### config.mk
export PLATFORM = sky130hd
export DESIGN_NAME = pipe_datapath
export DESIGN_NICKNAME = d
export VERILOG_FILES = /design/src/rtl/pipe_datapath.sv
export SDC_FILE = /design/constraint.sdc
export NUM_CORES = 2
export LEC_CHECK = 0
export ABC_AREA = 1
export BUFFER_PORTS_ARGS = -buffer_cell sky130_fd_sc_hd__buf_2
export CELL_PAD_IN_SITES_DETAIL_PLACEMENT = 1
export CELL_PAD_IN_SITES_GLOBAL_PLACEMENT = 2
export CORE_ASPECT_RATIO = 1.4
export CORE_MARGIN = 2
export CORE_UTILIZATION = 37
export DETAILED_ROUTE_END_ITERATION = 6
export GPL_ROUTABILITY_DRIVEN = 0
export PLACE_DENSITY = 0.84
export RECOVER_POWER = 25
export SETUP_SLACK_MARGIN = 0.05
export SLEW_MARGIN = 20
export SYNTH_ARGS = -nofsm -noshare
export SYNTH_HDL_FRONTEND = slang
export SYNTH_SLANG_ARGS = --single-unit
### constraint.sdc
create_clock -name clk -period 3.1 [get_ports clk]
set_input_delay 0.155 -clock clk [delete_from_list [all_inputs] [get_ports clk]]
set_output_delay 0.155 -clock clk [all_outputs]
set_load 0.05 [all_outputs]
### src/rtl/pipe_datapath.sv
// pipe_datapath: three-stage (ID/EX/WB) pipelined datapath with its own
// register bank and ALU, EX/WB forwarding and a load-use interlock.
// Optional macro DP_FWD_EN: defined = bypass paths + one-cycle load-use
// stall; undefined = no bypass, issue waits until in-flight writers retire.
// Ports: clk, reset (sync, active-high); issue side in_valid/in_ready,
// rs/rt/rd_addr, wr_reg, m_to_reg, alu_control, alu_src, imm_ext;
// memory side mem_data_in (load data), alu_result_out (address);
// WB view wb_valid, wb_we, wb_addr, writeback_data, zero/negative/overflow.
module pipe_datapath #(
   parameter int DATA_W     = 32,
   parameter int REG_ADDR_W = 4,
   parameter int ZERO_REG   = 0
) (
   input  logic                  clk,
   input  logic                  reset,
   input  logic                  in_valid,
   output logic                  in_ready,
   input  logic [REG_ADDR_W-1:0] rs_addr,
   input  logic [REG_ADDR_W-1:0] rt_addr,
   input  logic [REG_ADDR_W-1:0] rd_addr,
   input  logic                  wr_reg,
   input  logic                  m_to_reg,
   input  logic [3:0]            alu_control,
   input  logic                  alu_src,
   input  logic [DATA_W-1:0]     imm_ext,
   input  logic [DATA_W-1:0]     mem_data_in,
   output logic [DATA_W-1:0]     alu_result_out,
   output logic                  wb_valid,
   output logic                  wb_we,
   output logic [REG_ADDR_W-1:0] wb_addr,
   output logic [DATA_W-1:0]     writeback_data,
   output logic                  zero_flag,
   output logic                  negative_flag,
   output logic                  overflow_flag
);

   localparam int NREG = 2**REG_ADDR_W;
   localparam int SH_W = $clog2(DATA_W);
   localparam int MSB  = DATA_W - 1;
   localparam bit ZR   = (ZERO_REG != 0);

   localparam logic [3:0] OP_ADD  = 4'd0;
   localparam logic [3:0] OP_SUB  = 4'd1;
   localparam logic [3:0] OP_AND  = 4'd2;
   localparam logic [3:0] OP_OR   = 4'd3;
   localparam logic [3:0] OP_XOR  = 4'd4;
   localparam logic [3:0] OP_NOR  = 4'd5;
   localparam logic [3:0] OP_SLL  = 4'd6;
   localparam logic [3:0] OP_SRL  = 4'd7;
   localparam logic [3:0] OP_SRA  = 4'd8;
   localparam logic [3:0] OP_SLT  = 4'd9;
   localparam logic [3:0] OP_SLTU = 4'd10;
   localparam logic [3:0] OP_PASS = 4'd11;

   logic [DATA_W-1:0] rf [NREG];

   logic                  ex_valid;
   logic                  ex_wr;
   logic                  ex_m2r;
   logic [REG_ADDR_W-1:0] ex_rd;
   logic [3:0]            ex_op;
   logic [DATA_W-1:0]     ex_a;
   logic [DATA_W-1:0]     ex_b;

   logic wb_wr;
   logic wb_m2r;

   logic [DATA_W-1:0] alu_res;
   logic              alu_ovf;
   logic [SH_W-1:0]   shamt;

   logic [DATA_W-1:0] rf_rs, rf_rt;
   logic [DATA_W-1:0] rs_val, rt_val;
   logic              ex_dst_ok;
   logic              rs_ex_hit, rt_ex_hit;
   logic              rs_wb_hit, rt_wb_hit;
   logic              stall;
   logic              accept;

   // WB stage
   assign writeback_data = wb_m2r ? mem_data_in : alu_result_out;
   assign wb_we = wb_valid && wb_wr && !(ZR && wb_addr == '0);

   // ID stage: hazard detection against EX and WB destinations
   assign ex_dst_ok = ex_valid && ex_wr && !(ZR && ex_rd == '0);
   assign rs_ex_hit = ex_dst_ok && (ex_rd == rs_addr);
   assign rt_ex_hit = alu_src && ex_dst_ok && (ex_rd == rt_addr);
   assign rs_wb_hit = wb_we && (wb_addr == rs_addr);
   assign rt_wb_hit = alu_src && wb_we && (wb_addr == rt_addr);

   assign rf_rs = (ZR && rs_addr == '0) ? '0 : rf[rs_addr];
   assign rf_rt = (ZR && rt_addr == '0) ? '0 : rf[rt_addr];

   always_comb begin
      rs_val = rf_rs;
      rt_val = rf_rt;
      stall  = 1'b0;
`ifdef DP_FWD_EN
      // EX has priority; a load in EX cannot forward and stalls instead
      if (rs_ex_hit && !ex_m2r)
         rs_val = alu_res;
      else if (rs_wb_hit)
         rs_val = writeback_data;
      if (rt_ex_hit && !ex_m2r)
         rt_val = alu_res;
      else if (rt_wb_hit)
         rt_val = writeback_data;
      stall = ex_m2r && (rs_ex_hit || rt_ex_hit);
`else
      stall = rs_ex_hit || rt_ex_hit
           || rs_wb_hit || rt_wb_hit;
`endif
   end

   assign in_ready = !stall;
   assign accept   = in_valid && in_ready;

   // EX stage ALU
   assign shamt = ex_b[SH_W-1:0];

   always_comb begin
      alu_res = '0;
      alu_ovf = 1'b0;
      unique case (ex_op)
         OP_ADD: begin
            alu_res = ex_a + ex_b;
            alu_ovf = (ex_a[MSB] == ex_b[MSB])
                   && (alu_res[MSB] != ex_a[MSB]);
         end
         OP_SUB: begin
            alu_res = ex_a - ex_b;
            alu_ovf = (ex_a[MSB] != ex_b[MSB])
                   && (alu_res[MSB] != ex_a[MSB]);
         end
         OP_AND:  alu_res = ex_a & ex_b;
         OP_OR:   alu_res = ex_a | ex_b;
         OP_XOR:  alu_res = ex_a ^ ex_b;
         OP_NOR:  alu_res = ~(ex_a | ex_b);
         OP_SLL:  alu_res = ex_a << shamt;
         OP_SRL:  alu_res = ex_a >> shamt;
         OP_SRA:  alu_res = $signed(ex_a) >>> shamt;
         OP_SLT:  alu_res = {{MSB{1'b0}},
                             $signed(ex_a) < $signed(ex_b)};
         OP_SLTU: alu_res = {{MSB{1'b0}}, ex_a < ex_b};
         OP_PASS: alu_res = ex_b;
         default: alu_res = '0;
      endcase
   end

   always_ff @(posedge clk) begin
      if (reset) begin
         ex_valid       <= 1'b0;
         ex_wr          <= 1'b0;
         ex_m2r         <= 1'b0;
         ex_rd          <= '0;
         ex_op          <= '0;
         ex_a           <= '0;
         ex_b           <= '0;
         wb_valid       <= 1'b0;
         wb_wr          <= 1'b0;
         wb_m2r         <= 1'b0;
         wb_addr        <= '0;
         alu_result_out <= '0;
         zero_flag      <= 1'b0;
         negative_flag  <= 1'b0;
         overflow_flag  <= 1'b0;
         for (int i = 0; i < NREG; i++)
            rf[i] <= '0;
      end else begin
         ex_valid <= accept;
         if (accept) begin
            ex_wr  <= wr_reg;
            ex_m2r <= m_to_reg;
            ex_rd  <= rd_addr;
            ex_op  <= alu_control;
            ex_a   <= rs_val;
            ex_b   <= alu_src ? rt_val : imm_ext;
         end
         wb_valid       <= ex_valid;
         wb_wr          <= ex_wr;
         wb_m2r         <= ex_m2r;
         wb_addr        <= ex_rd;
         alu_result_out <= alu_res;
         zero_flag      <= (alu_res == '0);
         negative_flag  <= alu_res[MSB];
         overflow_flag  <= alu_ovf;
         if (wb_we)
            rf[wb_addr] <= writeback_data;
      end
   end

endmodule

==> PnR_summary.wiki <==
{| class="wikitable"
! Metric !! Value
|-
| Row cnt || 146
|-
| Register area share after synthesis || 0.419
|-
| RSZ-0062 raised after global routing || true
|-
| Count of flip-flops with a built-in enable after synthesis || 512
|-
| Slowest library cell on the worst path || sky130_fd_sc_hd__clkbuf_2
|-
| Top achievable clock speed || 327 MHz
|-
| Largest vdd supply drop || 0.398 mV
|-
| Power Dens Cells || 531 nW/µm²
|-
| Placed standard-cell area || 46300 µm²
|-
| Synth async-reset ratio || 0
|-
| Path type of the worst min-delay path || in2reg
|-
| Required @ worst endpoint || 3580 ps
|-
| # H-tree levels || 3
|-
| Net Count, Synth || 6058
|-
| Std-Cell Core Area || 113000 µm²
|-
| Crit-path most repeated cell || sky130_fd_sc_hd__nand2_1
|-
| Gate Count Post-Synth || 5868
|-
| Cell total after placement || 7396
|-
| Fin crit period || 3060 ps
|-
| Area of the mapped netlist || 42300 µm²
|-
| First DRT Iteration DRCs || 4767
|-
| Die ar. || 117000 µm²
|-
| Starting Density || 0.373
|-
| Global-route wire length before repair || 314000 µm
|-
| Count of buffers inserted at the top-level ports || 159
|-
| Element type at the critical path end || register
|-
| Worst Hold Depth || 5
|-
| Max-slew violation count || 0
|-
| Critical path startpoint category || register
|-
| Outcome || finished clean
|-
| Final wirelength || 222000 µm
|-
| Max-capacitance violation count || 0
|-
| Vias post-DR || 45561
|-
| Largest stage delay, worst path || 830 ps
|-
| Hpwl dp || 152000 µm
|-
| Insertion delay of the later-clocked pin in the worst-skew pair || 690 ps
|-
| Post-synthesis register bit count || 628
|-
| Final Hold Violating Endpoints || 0
|-
| Via count of the first global-routing pass || 45386
|-
| Die span in x || 290 µm
|-
| Post-DR vias/cell || 6.04
|-
| Most frequently used flop master after synthesis || sky130_fd_sc_hd__edfxtp_1
|-
| CP Max Fanout || 32
|-
| Root buffer cell || sky130_fd_sc_hd__clkbuf_16
|-
| Die height || 404 µm
|-
| Leakage power figure || 0.0202 µW
|-
| Depth of the most critical reg-to-reg path || 8
|-
| Worst slew margin relative to its limit || 0.0148
|-
| Area fraction of the dominant cell type after synthesis || 0.364
|-
| CTS sink cnt || 628
|-
| Worst Hold Margin || 43.4 ps
|-
| Post-layout net count || 6195
|-
| Setup violation total in the final timing report || 0
|-
| Clock skew || 41.4 ps
|-
| Cell types occupying the most area after synthesis || sky130_fd_sc_hd__edfxtp_1 36%, sky130_fd_sc_hd__nand2_1 8.7%, sky130_fd_sc_hd__nor2_1 8.5%, sky130_fd_sc_hd__o21ai_0 7.9%, sky130_fd_sc_hd__nand3_1 6.4%
|-
| Remaining routing DRC violations || 0
|-
| Number of buffers created by CTS || 70
|-
| Largest net degree at the start of global routing || 150
|-
| Clock slew at reported path FFs || 80 ps
|-
| Layout cell share with drive strength beyond 1 || 0.111
|-
| Cell variety after synth || 52
|-
| Slack of the critical path || 38.1 ps
|-
| Area Overhead vs Synth || 15.0%
|-
| Avg WL per Cell || 29.4 µm
|-
| Largest area contributor in the synthesized netlist || sky130_fd_sc_hd__edfxtp_1
|-
| Pin slew with the least headroom to its limit || 1480 ps
|-
| Longest Clk Path Bufs || 3
|-
| Setup slack at placement || -208 ps
|-
| Layout Cell Area excl Fill || 48600 µm²
|-
| Sequence of cells on the critical path || nand2_1 > inv_1 > nand2_1 > nor3_1 > clkbuf_1 > nand2_1 > clkbuf_2 > nor2_1
|-
| GRT overflow || 0
|-
| Number of detailed-routing iterations run before antenna repair || 6
|-
| Crit path arrival time || 3540 ps
|-
| Boundary Pins || 160
|-
| Critical path start-end classification || reg2reg
|-
| GR Util All Layers || 0.372
|-
| Post-detailed-route count of antenna-violating nets || 0
|-
| Synthesis warning total || 0
|-
| Post-route insts no fill || 7541
|-
| Mean instance size in the synthesized netlist || 7.20 µm²
|-
| Number of antenna violations at the first check in global routing || 18
|-
| Utilization after layout || 0.429
|-
| TritonCTS clock tree || yes
|-
| Period Utilization, post-route || 0.988
|}
## Yosys cell counts, drive strengths merged, types with 4 or more instances
| cell | number |
|---|---|
| a211oi | 125 |
| a21oi | 428 |
| a31oi | 34 |
| buf | 152 |
| clkbuf | 283 |
| dfxtp | 116 |
| edfxtp | 512 |
| ha | 102 |
| inv | 620 |
| nand2 | 995 |
| nand3 | 541 |
| nand4 | 36 |
| nor2 | 970 |
| nor3 | 33 |
| nor4 | 4 |
| o211ai | 47 |
| o21a | 4 |
| o21ai | 718 |
| o21bai | 15 |
| o221ai | 53 |
| o22a | 6 |
| o22ai | 15 |
| o32ai | 29 |
| xor2 | 6 |
## placed cells by master (no fill, tap or decap), types with 125 or more instances in the layout
cell / count
sky130_fd_sc_hd__nand2_1: 957
sky130_fd_sc_hd__nor2_1: 946
sky130_fd_sc_hd__o21ai_0: 662
sky130_fd_sc_hd__inv_1: 597
sky130_fd_sc_hd__nand3_1: 532
sky130_fd_sc_hd__edfxtp_1: 512
sky130_fd_sc_hd__a21oi_1: 420
sky130_fd_sc_hd__buf_4: 267
sky130_fd_sc_hd__a211oi_1: 125
## registers in the layout (all words and copies together) (netlist names)
signal          count
alu_result_out     32
wb_wr               1
ex_m2r              1
wb_addr             4
ex_rd               4
overflow_flag       1
ex_a               32
zero_flag           1
wb_valid            1
wb_m2r              1
ex_b               32
rf                512
ex_valid            1
ex_op               4
ex_wr               1
## worst max-delay path, delay by kind of cell (launching register included)
kind                   cells  cell delay (ps)
DFF                        1              510
and+or+nand+nor            5              940
buffers and inverters      3             1390
## layer usage
layer	track usage	vias up	part of all wire
li1	-	20087	-
met1	0.421	22232	0.36
met2	0.606	2359	0.46
met3	0.0827	863	0.085
met4	0.288	20	0.094
met5	0	-	0.00061
## repair_timing
item / 4_1_cts / 5_1_grt
hold buffers: 15 / 0
gates resized for setup: 3 / 40
pin swaps: 0 / 1
hold endpoints to repair: 16 / 0
setup endpoints to repair: 2 / 17
buffers inserted: 0 / 1
## worst paths after layout
path / start / end / slack, ps
hold reg to reg: ex_m2r$_SDFFE_PP0P_ / wb_m2r$_SDFF_PP0_ / 430
setup reg to reg: wb_valid$_SDFF_PP0_ / rf[13][14]$_SDFFCE_PN0P_ / 40
setup / recovery: wb_valid$_SDFF_PP0_ / rf[13][14]$_SDFFCE_PN0P_ / 40
hold / removal: imm_ext[4] / ex_b[4]$_SDFFE_PP0P_ / 40
## kinds of logic (layout without fill, tap and decap cells)
| logic type | count (synthesis) | in the layout | synth area share |
|---|---|---|---|
| AND/OR/NAND/NOR | 2588 | 2588 | 0.252 |
| AO/OA/AOI/OAI | 1482 | 1482 | 0.197 |
| buffers and inverters | 1057 | 1244 | 0.0994 |
| flip-flops | 628 | 628 | 0.419 |
| adder cells (fa/ha/maj) | 104 | 104 | 0.0311 |
| XOR/XNOR | 9 | 9 | 0.00186 |
| other | 0 | 6 | 0 |
## report_power, final
part / leakage, µW / total (µW) / switching [µW] / internal [µW]
Combinational: 0.0129 / 7570 / 5610 / 1960
Sequential: 0.00624 / 9730 / 249 / 9480
Clock: 0.00108 / 8510 / 3870 / 4640
## final cells by class
type,count,area [µm²]
Clock inverter,31,372
Clock buffer,91,1860
Timing Repair Buffer,500,3840
Fill cell,14157,64600
Multi-Input combinational cell,4183,20600
Inverter,622,2350
Sequential cell,628,17700
Antenna cell,6,15.0
Tap cell,1480,1850
## per-stage QoR
step / setup TNS [ps] / power [µW]
final: 0 / 25800
after global routing: -58.1 / 26600
after CTS: 0 / 25600
after detailed placement: -208 / 17200
after global placement: -182 / 17100
after floorplan: 0 / 13900
No activity file was read; power rests on OpenSTA's default activity.
